[src/rtl/tag_tree_sink_pkg.sv]
// Shared constants and helpers for the tag tree root sink and its FIFO.
package tag_tree_sink_pkg;

    localparam int unsigned TAG_SZ_DEFAULT = 5;
    localparam int unsigned DEPTH_DEFAULT  = 4;

    // True while the FIFO can take one more entry.
    function automatic logic has_room(input int unsigned cnt, input int unsigned depth);
        return cnt < depth;
    endfunction

endpackage

[src/rtl/tag_tree_sink_fifo.sv]
// Show-ahead FIFO holding claimed tags: storage, wrapping pointers and occupancy.
module tag_tree_sink_fifo
    import tag_tree_sink_pkg::*;
#(
    parameter int unsigned TAG_SZ = TAG_SZ_DEFAULT,
    parameter int unsigned DEPTH  = DEPTH_DEFAULT
) (
    input  logic                     clk,
    input  logic                     rst,
    input  logic                     push,
    input  logic [TAG_SZ-1:0]        push_tag,
    input  logic                     pop,
    output logic [TAG_SZ-1:0]        head_tag,
    output logic [$clog2(DEPTH):0]   count
);

    localparam int unsigned PW = $clog2(DEPTH);
    localparam int unsigned CW = PW + 1;

    logic [TAG_SZ-1:0] mem_q [DEPTH];
    logic [TAG_SZ-1:0] mem_d [DEPTH];
    logic [PW-1:0]     wr_ptr_q, wr_ptr_d;
    logic [PW-1:0]     rd_ptr_q, rd_ptr_d;
    logic [CW-1:0]     count_q,  count_d;

    // Next-state: pointers wrap naturally because DEPTH is a power of two.
    always_comb begin
        mem_d    = mem_q;
        wr_ptr_d = wr_ptr_q;
        rd_ptr_d = rd_ptr_q;
        if (push) begin
            mem_d[wr_ptr_q] = push_tag;
            wr_ptr_d        = wr_ptr_q + PW'(1);
        end
        if (pop) begin
            rd_ptr_d = rd_ptr_q + PW'(1);
        end
        count_d = count_q + CW'(push) - CW'(pop);
    end

    always_ff @(posedge clk) begin
        if (rst) begin
            wr_ptr_q <= '0;
            rd_ptr_q <= '0;
            count_q  <= '0;
        end else begin
            wr_ptr_q <= wr_ptr_d;
            rd_ptr_q <= rd_ptr_d;
            count_q  <= count_d;
        end
    end

    // Storage is deliberately left unreset; only pointers define validity.
    always_ff @(posedge clk) begin
        mem_q <= mem_d;
    end

    assign head_tag = mem_q[rd_ptr_q];
    assign count    = count_q;

endmodule

[src/rtl/tag_tree_sink.sv]
// Root-side consumer of the tag arbitration tree: rdy/ack in, show-ahead valid/ready out.
module tag_tree_sink
    import tag_tree_sink_pkg::*;
#(
    parameter int unsigned TAG_SZ = TAG_SZ_DEFAULT,
    parameter int unsigned DEPTH  = DEPTH_DEFAULT
) (
    input  logic                     clk,
    input  logic                     rst,
    input  logic [TAG_SZ-1:0]        tag,
    input  logic                     rdy,
    output logic                     ack,
    output logic [TAG_SZ-1:0]        out_tag,
    output logic                     out_valid,
    input  logic                     out_ready,
    output logic [$clog2(DEPTH):0]   count
);

    localparam int unsigned CW = $clog2(DEPTH) + 1;

    logic          push_c;
    logic          pop_c;
    logic [CW-1:0] count_w;

    // Ack depends only on rdy and the registered count, never on out_ready,
    // so a same-cycle pop cannot unblock a full FIFO.
    always_comb begin
        push_c = 1'b0;
        pop_c  = 1'b0;
        if (!rst && rdy && has_room(32'(count_w), DEPTH)) begin
            push_c = 1'b1;
        end
        if ((count_w != '0) && out_ready) begin
            pop_c = 1'b1;
        end
    end

    tag_tree_sink_fifo #(
        .TAG_SZ (TAG_SZ),
        .DEPTH  (DEPTH)
    ) u_fifo (
        .clk      (clk),
        .rst      (rst),
        .push     (push_c),
        .push_tag (tag),
        .pop      (pop_c),
        .head_tag (out_tag),
        .count    (count_w)
    );

    assign ack       = push_c;
    assign out_valid = (count_w != '0);
    assign count     = count_w;

endmodule
[config.mk]
export PLATFORM = sky130hd
export DESIGN_NAME = tag_tree_sink
export DESIGN_NICKNAME = d
export VERILOG_FILES = /design/src/rtl/tag_tree_sink_pkg.sv /design/src/rtl/tag_tree_sink_fifo.sv /design/src/rtl/tag_tree_sink.sv
export SDC_FILE = /design/constraint.sdc
export NUM_CORES = 1
export LEC_CHECK = 0
export CORE_ASPECT_RATIO = 0.7
export CORE_UTILIZATION = 51
export CTS_CLUSTER_SIZE = 30
export DETAILED_ROUTE_END_ITERATION = 7
export PLACE_DENSITY = 0.78
export SETUP_SLACK_MARGIN = 0.4
export SLEW_MARGIN = 30
export SYNTH_ARGS = -nofsm -noshare
export SYNTH_HDL_FRONTEND = slang
export SYNTH_SLANG_ARGS = --single-unit
[constraint.sdc]
create_clock -name clk -period 2.4 [get_ports clk]
set_input_delay 0.48 -clock clk [delete_from_list [all_inputs] [get_ports clk]]
set_output_delay 0.48 -clock clk [all_outputs]
set_load 0.005 [all_outputs]
==> impl_results.md <==
- Largest net degree at the start of global routing: 17
- Final Util: 73.96%
- Hold Path Class: flop to flop
- WP data required: 1.92 ns
- Vias in the first global route: 639
- Final hold viol count: 0
- Row count: 13
- DR DRC count: 0
- Sw Ratio: 28.44%
- Drt first pass iters: 4
- Routed WL: 1.800 mm
- Root Driver: clkbuf_4
- Total CTS buffers: 3
- CP arrival: 1.58 ns
- Cell taking the most area after synthesis: edfxtp_1
- Post-layout min period: 2.058 ns
- RSZ-0062 raised after global routing: true
- Seq/Total Area, Yosys: 64.70%
- Post-synthesis register bit count: 27
- Clk_lat worst skew: 0.32 ns
- Worst-path clk slew: 0.14 ns
- CP startpoint kind: flop
- I/O pins: 19
- Mapped Cells: 69
- Combinational power share: 39.9%
- Maximum vdd ir drop: 0.0004484 V
- Crit-path max FO: 4
- Initial antenna violation count: 0
- Via count: 662
- Fmax: 0.4860 GHz
- Initial core utilization: 57.69%
- Cell Area, Synth: 1145 µm²
- Vias per Instance: 5.092
- Clock Skews: 0.004404 ns
- Placed cells: 117
- Slew margin rel.: 79.86%
- Max-slew violation count: 0
- Hold_buf cts: 0
- Reg power frac: 46.1%
- Global-route wire length before repair: 2.787 mm
- Syn nets: 85
- Share of Yosys cell area claimed by the top area cell type: 52.46%
- Power per Cell Area: 928.3 nW/µm²
- Setup-failing EPs final: 0
- Initial DRC count: 11
- Worst Tran Pin Value: 0.2974 ns
- Core Region: 1984 µm²
- Synth Warn #: 0
- Max Cap Violations: 0
- Syn avg cell area: 16.59 µm²
- P_sw: 387.5 µW
- Setup_tns: 0 ns
- Tot Pwr: 1.362 mW
- Hold Path Stages: 2
- Clock power share: 14.0%
- Die Span Y: 41.64 µm
- Number of port buffers: 18
- Layout area overhead: 28.20%
- H-tree depth: 1
- Share of cells above drive strength 1: 37.00%
- Final GP Congestion: 0.7406
- Num Clock Sinks: 27
- Gr ovfl total: 0
- Worst Reg-to-Reg Cells: 9
- Netlist cell types: 22
- Longest Clk Path Bufs: 2
- Kind of critical path: flop to primary output
- Nets: 117
- Die footprint: 2441 µm²
- Top post-synthesis cells by area: edfxtp_1 (52%), dfxtp_1 (12%), mux4_2 (9.8%), ha_1 (6.6%), and2_2 (2.6%)
- Worst Hold Slack: 0.5819 ns
- Detail Route Antenna Nets: 0
- Static leakage: 0.5539 nW
- CTS tree: done
- Fin crit share: 85.74%
- Die width: 58.63 µm
- P_int: 974.9 µW
- Final std cells w/o fill: 130
- HPWL Detailed: 1.295 mm
- Status: complete, no violations
- Antenna cells: 0
- Critical Path End Type: primary output
- Global Route Usage Sum: 16.17%
- Mean routed wirelength per cell: 13.85 µm
-- metrics by stage --
stage / worst slack (ns) / cell area (µm²)
2_1_floorplan: 0.4036 / 1145
3_3_place_gp: -0.03712 / 1365
3_5_place_dp: -0.1141 / 1365
4_1_cts: 0.2665 / 1460
5_1_grt: 0.2656 / 1468
6_report: 0.3423 / 1468
-- Yosys cell counts --
cell and n:
nor2_1 5, nor3b_4 1, buf_2 1, and2b_2 1, nand2_1 1, edfxtp_1 20, clkbuf_1 1, xnor2_1 2
and2_2 4, buf_6 1, ha_1 6, or3_1 1, fa_1 1, inv_1 5, xor2_1 2, nor3_1 1
mux4_2 5, o31ai_1 1, o311ai_1 1, o31a_1 1, dfxtp_1 7, and2_1 1
-- per-layer routing --
layer  up-vias  wire (µm)  global-route usage, %
li1        315          -                      -
met1       328        806                  19.15
met2        17        893                  26.90
met3         2         89                  6.542
met4         0         10                  5.238
met5         -          0                      0
-- registers in the layout, indices dropped and copies added, names as in the netlist --
signal	cells
u_fifo.wr_ptr_q	2
u_fifo.count	3
u_fifo.rd_ptr_q	2
u_fifo.mem_q	20
-- path summary, 6_finish.rpt --
path	to	slack (ns)	start
worst max-delay path	out_tag[2]	0.34	u_fifo.rd_ptr_q[0]$_SDFFE_PP0P_
worst min-delay path	u_fifo.wr_ptr_q[1]$_SDFFE_PP0P_	0.58	u_fifo.wr_ptr_q[1]$_SDFFE_PP0P_
worst max register to register	u_fifo.count[2]$_SDFF_PP0_	0.35	u_fifo.count[1]$_SDFF_PP0_
worst min register to register	u_fifo.wr_ptr_q[1]$_SDFFE_PP0P_	0.58	u_fifo.wr_ptr_q[1]$_SDFFE_PP0P_
-- placed cells by master (no fill, tap or decap), drive strengths merged --
cell type	synthesis	routed
and2	5	5
and2b	1	1
buf	2	12
clkbuf	1	6
clkdlybuf4s15	0	1
clkdlybuf4s50	0	10
clkinvlp	0	1
dfxtp	7	7
dlygate4sd2	0	4
edfxtp	20	20
fa	1	1
ha	6	6
inv	5	5
mux4	5	5
nand2	1	1
nor2	5	5
nor3	1	1
nor3b	1	1
o311ai	1	1
o31a	1	1
o31ai	1	1
or3	1	1
xnor2	2	2
xor2	2	2
-- critical path: stages, from the launching register on --
cell	delay (ns)
dfxtp_4	0.39
buf_6	0.12
mux4_2	0.48
dlygate4sd2_1	0.27
-- cells by family after synthesis --
kind of cell	after synthesis	share of synthesized area, %
flops	27	64.70
buf+inv	8	3.387
xor+xnor	4	3.061
compound gates	3	2.186
fa+ha+maj	7	8.306
simple gates	15	8.525
mux	5	9.836
-- timing repair --
item	4_1_cts	5_1_grt
pin swaps	2	0
gates resized for setup	16	10
setup buffers	8	1
endpoints found under the setup margin	8	6
gates cloned	0	0
-- power groups by stage --
stage / Sequential (mW) / Combinational (mW) / Clock, mW
after detailed placement: 0.658 / 0.441 / 0
final: 0.628 / 0.544 / 0.191
after global routing: 0.637 / 0.601 / 0.210
after CTS: 0.632 / 0.520 / 0.195
after global placement: 0.652 / 0.430 / 0
after floorplan: 0.614 / 0.266 / 0
-- cell type report --
type | count | area [µm²]
clock buffers | 3 | 22.52
clock inverters | 1 | 7.507
fillers | 143 | 516.7
inverters | 5 | 18.77
multi-input cells | 34 | 372.9
flip-flops and latches | 27 | 754.5
well taps | 30 | 37.54
repair buffers | 30 | 254.0
Note: power is estimated with default switching activity, not from simulation.
